`config.mk`:
```
export PLATFORM = sky130hd
export DESIGN_NAME = alu_pipe_flat
export DESIGN_NICKNAME = d
export VERILOG_FILES = /design/src/rtl/alu_pkg.sv /design/src/rtl/alu_pipe_if.sv /design/src/rtl/alu_core.sv /design/src/rtl/alu_pipe.sv /design/src/flat_wrapper.sv
export SDC_FILE = /design/constraint.sdc
export NUM_CORES = 1
export LEC_CHECK = 0
export ABC_AREA = 1
export CAP_MARGIN = 25
export CORE_ASPECT_RATIO = 0.9
export CORE_MARGIN = 4
export CORE_UTILIZATION = 40
export CTS_BUF_LIST = sky130_fd_sc_hd__clkbuf_8
export CTS_CLUSTER_DIAMETER = 200
export DETAILED_ROUTE_END_ITERATION = 8
export PLACE_DENSITY = 0.63
export SLEW_MARGIN = 20
export SYNTH_ARGS = -nofsm -noshare
export SYNTH_HDL_FRONTEND = slang
export SYNTH_SLANG_ARGS = --single-unit
```
`constraint.sdc`:
```
create_clock -name clk -period 4.6 [get_ports clk]
set_input_delay 1.38 -clock clk [delete_from_list [all_inputs] [get_ports clk]]
set_output_delay 1.38 -clock clk [all_outputs]
set_load 0.01 [all_outputs]
```
`src/rtl/alu_pkg.sv`:
```
// Shared opcode constants, flag bundle type and carry-update helper for the ALU pipeline.
package alu_pkg;

    localparam logic [3:0] OP_ADD   = 4'd0;
    localparam logic [3:0] OP_SUB   = 4'd1;
    localparam logic [3:0] OP_INC   = 4'd2;
    localparam logic [3:0] OP_PASSA = 4'd3;
    localparam logic [3:0] OP_AND   = 4'd4;
    localparam logic [3:0] OP_OR    = 4'd5;
    localparam logic [3:0] OP_XOR   = 4'd6;
    localparam logic [3:0] OP_NOT   = 4'd7;
    localparam logic [3:0] OP_ADC   = 4'd8;
    localparam logic [3:0] OP_SBC   = 4'd9;
    localparam logic [3:0] OP_SHL   = 4'd10;
    localparam logic [3:0] OP_SHR   = 4'd11;
    localparam logic [3:0] OP_ASR   = 4'd12;
    localparam logic [3:0] OP_DEC   = 4'd13;
    localparam logic [3:0] OP_CMP   = 4'd14;
    localparam logic [3:0] OP_PASSB = 4'd15;

    typedef struct packed {
        logic c_out;
        logic ovf;
        logic neg;
        logic zero;
    } flags_t;

    // Pass-through and bitwise ops leave the stored carry alone.
    function automatic logic op_updates_cst(input logic [3:0] op);
        return !((op >= OP_PASSA && op <= OP_NOT) || op == OP_PASSB);
    endfunction

endpackage

```
`src/rtl/alu_pipe_if.sv`:
```
// Offer/result bus of the ALU pipeline; the DUT sits on the slave modport.
interface alu_pipe_if #(
    parameter int WIDTH = 8,
    parameter int OPW   = 4
);
    // Offer transfers on a rising edge with in_valid && in_ready; result transfers with
    // out_valid && out_ready. A valid side holds its payload stable until the transfer.
    logic             in_valid;
    logic             in_ready;
    logic [WIDTH-1:0] a;
    logic [WIDTH-1:0] b;
    logic [OPW-1:0]   op;
    logic             out_valid;
    logic             out_ready;
    logic [WIDTH-1:0] result;
    logic             c_out;
    logic             ovf;
    logic             neg;
    logic             zero;

    modport master (
        output in_valid, a, b, op, out_ready,
        input  in_ready, out_valid, result, c_out, ovf, neg, zero
    );

    modport slave (
        input  in_valid, a, b, op, out_ready,
        output in_ready, out_valid, result, c_out, ovf, neg, zero
    );
endinterface

```
`src/rtl/alu_core.sv`:
```
// Combinational ALU datapath: op decode, shared WIDTH+1 bit adder, shifter and flag logic.
module alu_core
    import alu_pkg::*;
#(
    parameter int WIDTH = 8,
    parameter int OPW   = 4
) (
    input  logic [WIDTH-1:0] a_i,
    input  logic [WIDTH-1:0] b_i,
    input  logic [OPW-1:0]   op_i,
    input  logic             cst_i,
    output logic [WIDTH-1:0] result_o,
    output flags_t           flags_o,
    output logic             cst_we_o
);

    logic [WIDTH-1:0] add_b;
    logic             add_cin;
    logic             arith;
    logic [WIDTH:0]   sum;
    logic [WIDTH-1:0] res;
    logic             carry;
    logic             ovf;

    // Subtraction is a + ~b + cin, so the adder carry-out is already NOT borrow.
    always_comb begin
        add_b   = '0;
        add_cin = 1'b0;
        arith   = 1'b0;
        case (op_i)
            OP_ADD:         begin add_b = b_i;  arith = 1'b1; end
            OP_SUB, OP_CMP: begin add_b = ~b_i; add_cin = 1'b1;  arith = 1'b1; end
            OP_INC:         begin add_cin = 1'b1; arith = 1'b1; end
            OP_ADC:         begin add_b = b_i;  add_cin = cst_i; arith = 1'b1; end
            OP_SBC:         begin add_b = ~b_i; add_cin = cst_i; arith = 1'b1; end
            OP_DEC:         begin add_b = '1;   arith = 1'b1; end
            default:        ;
        endcase
    end

    assign sum = {1'b0, a_i} + {1'b0, add_b} + {{WIDTH{1'b0}}, add_cin};

    always_comb begin
        res   = '0;
        carry = 1'b0;
        case (op_i)
            OP_PASSA: res = a_i;
            OP_AND:   res = a_i & b_i;
            OP_OR:    res = a_i | b_i;
            OP_XOR:   res = a_i ^ b_i;
            OP_NOT:   res = ~a_i;
            OP_SHL:   begin res = {a_i[WIDTH-2:0], 1'b0};      carry = a_i[WIDTH-1]; end
            OP_SHR:   begin res = {1'b0, a_i[WIDTH-1:1]};      carry = a_i[0]; end
            OP_ASR:   begin res = {a_i[WIDTH-1], a_i[WIDTH-1:1]}; carry = a_i[0]; end
            OP_PASSB: res = b_i;
            default:  ;
        endcase
        if (arith) begin
            res   = sum[WIDTH-1:0];
            carry = sum[WIDTH];
        end
    end

    // Same-sign operands into the adder producing a different-sign result is overflow.
    assign ovf = arith && (a_i[WIDTH-1] == add_b[WIDTH-1]) && (sum[WIDTH-1] != a_i[WIDTH-1]);

    assign result_o = res;
    assign flags_o  = {carry, ovf, res[WIDTH-1], ~|res};
    assign cst_we_o = op_updates_cst(op_i);

endmodule

```
`src/rtl/alu_pipe.sv`:
```
// One-stage ALU pipeline: valid/ready handshake, one-entry result register and stored carry.
module alu_pipe
    import alu_pkg::*;
#(
    parameter int WIDTH = 8,
    parameter int OPW   = 4
) (
    input  logic       clk,
    input  logic       rst,
    alu_pipe_if.slave  bus
);

    logic             out_valid_q, out_valid_d;
    logic [WIDTH-1:0] result_q,    result_d;
    flags_t           flags_q,     flags_d;
    logic             cst_q,       cst_d;

    logic             in_ready;
    logic             accept;
    logic [WIDTH-1:0] core_result;
    flags_t           core_flags;
    logic             core_cst_we;

    alu_core #(
        .WIDTH (WIDTH),
        .OPW   (OPW)
    ) u_core (
        .a_i      (bus.a),
        .b_i      (bus.b),
        .op_i     (bus.op),
        .cst_i    (cst_q),
        .result_o (core_result),
        .flags_o  (core_flags),
        .cst_we_o (core_cst_we)
    );

    assign in_ready = !out_valid_q || bus.out_ready;
    assign accept   = bus.in_valid && in_ready;

    // Carry is written on the same edge as the result, so a back-to-back ADC/SBC sees it.
    always_comb begin
        out_valid_d = out_valid_q;
        result_d    = result_q;
        flags_d     = flags_q;
        cst_d       = cst_q;
        if (accept) begin
            out_valid_d = 1'b1;
            result_d    = core_result;
            flags_d     = core_flags;
            if (core_cst_we) begin
                cst_d = core_flags.c_out;
            end
        end else if (bus.out_ready) begin
            out_valid_d = 1'b0;
        end
    end

    always_ff @(posedge clk) begin
        if (rst) begin
            out_valid_q <= 1'b0;
            result_q    <= '0;
            flags_q     <= '0;
            cst_q       <= 1'b0;
        end else begin
            out_valid_q <= out_valid_d;
            result_q    <= result_d;
            flags_q     <= flags_d;
            cst_q       <= cst_d;
        end
    end

    assign bus.in_ready  = in_ready;
    assign bus.out_valid = out_valid_q;
    assign bus.result    = result_q;
    assign bus.c_out     = flags_q.c_out;
    assign bus.ovf       = flags_q.ovf;
    assign bus.neg       = flags_q.neg;
    assign bus.zero      = flags_q.zero;

endmodule

```
`src/flat_wrapper.sv`:
```
// flat-port wrapper written by rule: the top's interface ports become plain ports
module alu_pipe_flat import alu_pkg::*;
#(
    parameter int WIDTH = 8,
    parameter int OPW   = 4
)
  (clk, rst, bus_in_valid, bus_a, bus_b, bus_op, bus_out_ready, bus_in_ready, bus_out_valid, bus_result, bus_c_out, bus_ovf, bus_neg, bus_zero);
  alu_pipe_if #(.WIDTH(WIDTH), .OPW(OPW)) bus_i ();
  input  logic clk;
  input  logic rst;
  input wire logic [$bits(bus_i.in_valid)-1:0] bus_in_valid;
  input wire logic [$bits(bus_i.a)-1:0] bus_a;
  input wire logic [$bits(bus_i.b)-1:0] bus_b;
  input wire logic [$bits(bus_i.op)-1:0] bus_op;
  input wire logic [$bits(bus_i.out_ready)-1:0] bus_out_ready;
  output wire logic [$bits(bus_i.in_ready)-1:0] bus_in_ready;
  output wire logic [$bits(bus_i.out_valid)-1:0] bus_out_valid;
  output wire logic [$bits(bus_i.result)-1:0] bus_result;
  output wire logic [$bits(bus_i.c_out)-1:0] bus_c_out;
  output wire logic [$bits(bus_i.ovf)-1:0] bus_ovf;
  output wire logic [$bits(bus_i.neg)-1:0] bus_neg;
  output wire logic [$bits(bus_i.zero)-1:0] bus_zero;
  assign bus_i.in_valid = bus_in_valid;
  assign bus_i.a = bus_a;
  assign bus_i.b = bus_b;
  assign bus_i.op = bus_op;
  assign bus_i.out_ready = bus_out_ready;
  assign bus_in_ready = bus_i.in_ready;
  assign bus_out_valid = bus_i.out_valid;
  assign bus_result = bus_i.result;
  assign bus_c_out = bus_i.c_out;
  assign bus_ovf = bus_i.ovf;
  assign bus_neg = bus_i.neg;
  assign bus_zero = bus_i.zero;
  alu_pipe #(.WIDTH(WIDTH), .OPW(OPW)) u_core (.clk(clk), .rst(rst), .bus(bus_i));
endmodule
```
**Yosys cells after proc, flatten, opt, wreduce, memory -nomap -nowiden**

Cells that the tools add are included.

- Bits of input ports: 24
- Register bits: 14
- Word-level logic and storage cells: 61

- Reductions and logical operators: 18
- Mux-type cells: 9
- Eq/ne operators: 17
- Bitwise gates (word level): 6
- Add/sub/neg operators: 2
- Order comparisons: 2

Operators by type and width:

| operator | count |
|---|---|
| $pmux W8 S9 | 1 |
| $eq A4 B4 Y1 const B | 8 |
| $pmux W8 S3 | 1 |
| $eq A4 B3 Y1 const B | 4 |
| $not A8 Y8 | 2 |
| $add A8 B8 Y9 | 1 |
| $add A9 B1 Y9 | 1 |
| $and A8 B8 Y8 | 1 |
| $eq A4 B2 Y1 const B | 2 |
| $mux W8 | 1 |
| $or A8 B8 Y8 | 1 |
| $reduce_or A8 Y1 | 1 |
| $xor A8 B8 Y8 | 1 |
| $reduce_or A7 Y1 | 1 |
| $reduce_or A2 Y1 | 3 |
| $reduce_or A3 Y1 | 2 |
| $eq A4 B1 Y1 const B | 1 |
| $ge A4 B2 Y1 const B | 1 |
| $le A4 B3 Y1 const B | 1 |
| $logic_and A1 B1 Y1 | 4 |
| $logic_not A4 Y1 | 1 |
| $mux W1 | 4 |
| $pmux W1 S2 | 2 |
| $logic_not A1 Y1 | 2 |
| other kinds (6) | 7 |

**Longest topological paths before layout**

Gate-level depths: netlist of run 1.

- Depth after elaboration: 8
- Depth in mapped cells: 18
- Gate-level depth less buffers: 18

**Hierarchy**

A second synthesis of run 1 with hierarchy kept.

- Cell total of the unflattened synthesis: 361
- Area, all modules: 2,048.2 sq um

Modules (own cells, without submodules):

| module | area each (sq um) | times used | cells each |
|---|---|---|---|
| alu_core | 1,497.7 | 1 | 294 |
| alu_pipe | 550.5 | 1 | 67 |

**Worst setup path after synthesis of run 1**

OpenSTA, ideal clock, no wires.

- Path kind: input -> register
- Start: in bus_op[2]
- End: reg u_core.flags_q (netlist bit u_core.bus.zero)
- Data required time: 4.530 ns
- Setup slack: 0.827 ns
- Buffers on the path: 0
- Library setup time: 0.070 ns
- Stages: 16
- Arrival: 3.703 ns
- Cell sequence: inv_1 > nand2_1 > o22ai_1 > a21oi_1 > fa_1 > fa_1 > nand3b_1 > nand2_1 > nand2_1 > nand2_1 > nand2_1 > nand3_1 > nand2_1 > nor2_1 > nand3_1 > a21oi_1

- Longest elaborated chain between the ends: 8
- Elaborated cells between the ends (all ways): 30
- Those cells by class: 2 x add/sub; 15 x eq/ne; 5 x mux; 8 x reduce/logical

Ends and longest elaborated chain:

| element | line | text |
|---|---|---|
| start, declared | flat_wrapper.sv:14 | `input wire logic [$bits(bus_i.op)-1:0] bus_op;` |
| $eq A4 B4 Y1, or another cell as far along | alu_core.sv:30 | `case (op_i)` |
| $reduce_or A3 Y1 (no source line) / $reduce_or A2 Y1 (equally long branches) | - |  |
| $pmux W8 S3 | alu_core.sv:30 |  |
| $add A8 B8 Y9 | alu_core.sv:41 | `assign sum = {1'b0, a_i} + {1'b0, add_b} + {{WIDTH{1'b0}}, add_cin};` |
| $add A9 B1 Y9 | alu_core.sv:41 |  |
| $mux W8 * | alu_core.sv:58 | `if (arith) begin` |
| $reduce_or A8 Y1 * | alu_core.sv:68 | `assign flags_o = {carry, ovf, res[WIDTH-1], ~\|res};` |
| $logic_not A1 Y1 * | alu_core.sv:68 |  |
| end signal, assigned | alu_pipe.sv:67 | `flags_q <= flags_d;` |
| end, declared | alu_pipe.sv:15 | `flags_t flags_q, flags_d;` |

Mark *: on every way between the ends. The rest lies on a longest branch, timed or not.
A chain may end at the register's enable or synchronous reset.

**Worst setup path in the final report of run 1**

Same ends and word-level chain as after synthesis.

==> impl_metrics.csv, run 1 <==
group,metric,value,unit
critical_path,required,4.78,ns
finish,syn_to_final_growth,25.46,%
floorplan,fp.dieW,80.78,um
finish,ff_latch_area,260.3,um^2
global_route,overflow,0,
cts,cts_tree,"yes",
synth,ys_ff_latch,13,
sta,rsz0062_at_grt,"no",
cts,cts_buffer_depth,2,
power_and_ir_drop,peakVddDrop,134.7,uV
detailed_routing,ant_nets,0,
global_route,grt_pass1_wl,9.839,mm
sta,clock_skew,0.002747,ns
cts,cts-buffers-inserted,3,
sta,hold_viol_final,0,
sta,period_minus_slack,4.235,ns
critical_path,crit_top_cell,"nand2_1",
finish,mostFrequentLayoutCell,"nand2_1",
critical_path,worstPathMaxFanout,8,
critical_path,end_kind,"register",
worst_hold_path,hp-class,"register to register",
detailed_routing,vias_per_cell,5.115,
sta,max_slew_margin,0.5588,
synth,synth_top_area_frac,0.2047,
power_and_ir_drop,power_leakage,1.288,nW
synth,synth_area_leaders,"nand2_1 (20%), ha_1 (15%), dfxtp_1 (14%)",
sta,fin_setup_tns,0,ns
synth,syn_inst,341,
critical_path,path_buf_inv,3,
critical_path,cpPeakStageDelay,0.48,ns
synth,synth_seq_area_share,0.1365,
status,outcome,"complete, no violations",
detailed_routing,remaining_drc_errors,0,
sta,setup_viol,0,
sta,max_freq,236.2,MHz
power_and_ir_drop,swShare,0.3895,
global_route,track_usage,0.2151,
critical_path,slowest_stage,"clkdlybuf4s50_1",
power_and_ir_drop,combPwrFrac,0.483,
cts,cts_num_sinks,13,
run,drv_cap,0,
power_and_ir_drop,power.internal,0.2692,mW
synth,synth_area_per_cell,5.592,um^2
place,io_buffers,37,
synth,synth_area,0.001907,mm^2
synth,ys_types,25,
synth,synth_fp_nets,390,
cts,cts_resized,0,
critical_path,cp_cell_sequence,"clkdlybuf4s50_1, inv_1, nand2_1, nor2_1, inv_1, o21ai_0, a21oi_1, fa_1, fa_1, nand3b_1, nand2_1, nand2_1, nand2_1, nand2_1, nand3_1, nand2_1, nor2_1, nand3_1, a21oi_1",
finish,fill_cells,492,
power_and_ir_drop,pwr-share-clk,0.228,
detailed_routing,firstDrtPassIters,4,
floorplan,core_area,0.004518,mm^2
detailed_routing,dr_total_vias,2261,
cts,clockRootBuffer,"clkbuf_8",
cts,holdBufCountCts,0,
cts,clkTransAtPathRegs,0.06,ns
detailed_routing,wl_per_cell,13.51,um
sta,fin_hold_ws,0.4670,ns
critical_path,path_class,"primary input to register",
place,place.gp.congestion,0.9222,
place,dp_hpwl,4.949,mm
floorplan,die_height,73.50,um
power_and_ir_drop,power_density,184.3,mW/mm^2
critical_path,cp.arrival,4.41,ns
cts,htree_levels,1,
global_route,first_global_vias,2056,
floorplan,num_rows,23,
finish,final_cell_mix,"nand2_1 (104), nor2_1 (50), inv_1 (48)",
synth,yosysWarningCount,0,
critical_path,cp_top_family,"simple AND/OR/NAND/NOR gates",
detailed_routing,drt_iter0_drc,163,
floorplan,num_io_pins,38,
cts,clock_latency,0.24,ns
synth,yosysTopAreaCell,"nand2_1",
cts,post_cts_buffers,0,
floorplan,die_area,0.005937,mm^2
power_and_ir_drop,seq_power_share,0.289,
detailed_routing,wirelength,5.970,mm
finish,drive_above_1_share,0.03684,
finish,finish.net_count,430,
finish,antennaDiodeCount,0,
critical_path,startpoint_type,"primary input",
finish,multiInputGateArea,0.001433,mm^2
sta,tightest_slew,0.6593,ns
floorplan,start_util,0.4220,
power_and_ir_drop,switchingPower,0.1718,mW
global_route,grt_start_max_net_pins,19,
sta,slew_viol_final,0,
global_route,antenna_found_initial,0,
sta,timing.final.crit_share,0.9206,
## area by class of cell
type,count,area share
Clock buffer,3,0.01726
Inverter,53,0.08316
Timing Repair Buffer,38,0.1579
Clock inverter,1,0.001569
Sequential cell,13,0.1088
Tap cell,62,0.03243
Multi-Input combinational cell,272,0.5988
## power groups by stage
| stage | Sequential [mW] | Combinational (mW) | Clock, mW |
|---|---|---|---|
| floorplan | 0.134 | 0.122 | 0 |
| global placement | 0.130 | 0.211 | 0 |
| detailed placement | 0.130 | 0.211 | 0 |
| CTS | 0.128 | 0.212 | 0.105 |
| global route | 0.129 | 0.241 | 0.110 |
| finish | 0.128 | 0.213 | 0.101 |
## registers in the layout (all words and copies together), names as in the netlist
register	count
u_core.bus.c_out	1
u_core.bus.neg	1
u_core.bus.out_valid	1
u_core.bus.ovf	1
u_core.bus.result	7
u_core.bus.zero	1
u_core.cst_q	1
## path summary, 6_finish.rpt
check / startpoint / end / cells past startpoint / slack [ns]
worst max-delay path: bus_op[2] / u_core.bus.zero / 19 / 0.37
worst min-delay path: u_core.bus.zero / u_core.bus.zero / 2 / 0.47
worst max register to register: u_core.cst_q / u_core.bus.zero / 15 / 2.09
worst min register to register: u_core.bus.zero / u_core.bus.zero / 2 / 0.47
## Yosys cell counts, drive strengths merged
library cell  number
a21o               1
fa                 2
nand3b             4
nor3               1
clkinv             1
xor2               3
nand4              1
nand2            105
buf                2
inv               52
o22ai              2
o21ai             18
dfxtp             13
clkbuf             1
ha                23
o211ai             7
a21oi             20
nor2              52
or2                2
nand3             31
## layer usage
layer  vias to the layer above  part of all wire  GRT usage
met2                        74              0.42     0.3327
met3                         6             0.069    0.03309
met1                      1013              0.50     0.3165
met4                         0             0.011    0.04128
met5                         -                 0          0
li1                       1168                 -          -
## through the flow
step | setup WS, ns | total power, mW | cell area (um^2) | std cells | utilization
floorplan | 0.8271 | 0.2562 | 1907 | 341 | -
global placement | 0.2571 | 0.3405 | 2347 | 438 | 0.5195
detailed placement | 0.1585 | 0.3410 | 2347 | 438 | 0.5195
CTS | 0.4140 | 0.4446 | 2392 | 442 | 0.5295
global route | 0.04771 | 0.4797 | 2392 | 442 | 0.5295
finish | 0.3655 | 0.4410 | 2392 | 442 | 0.5295
## kinds of logic (layout without fill, tap and decap cells)
family          count (synthesis)  count (layout)  synth area share
buf+inv                        56              95            0.1122
simple gates                  196             196            0.4278
fa+ha+maj                      25              25            0.1719
xor+xnor                        3               3           0.01378
compound gates                 48              48            0.1378
flops                          13              13            0.1365
## tightest hold or removal path, cell delays in order (launching register included)
cell and delay [ns]:
dfxtp_1 0.31, nand2_1 0.06, a21oi_1 0.05
No activity file was read; power rests on OpenSTA's default activity.
==> run 2, diff against run 1 <==
--- a/config.mk
+++ b/config.mk
@@ -14,7 +14,7 @@
 export CTS_CLUSTER_DIAMETER = 200
 export DETAILED_ROUTE_END_ITERATION = 8
 export PLACE_DENSITY = 0.63
-export SLEW_MARGIN = 20
+export SLEW_MARGIN = 40
 export SYNTH_ARGS = -nofsm -noshare
 export SYNTH_HDL_FRONTEND = slang
 export SYNTH_SLANG_ARGS = --single-unit
==> results of run 2 <==
Final layout, timing and power as in run 1 (identical DEF).
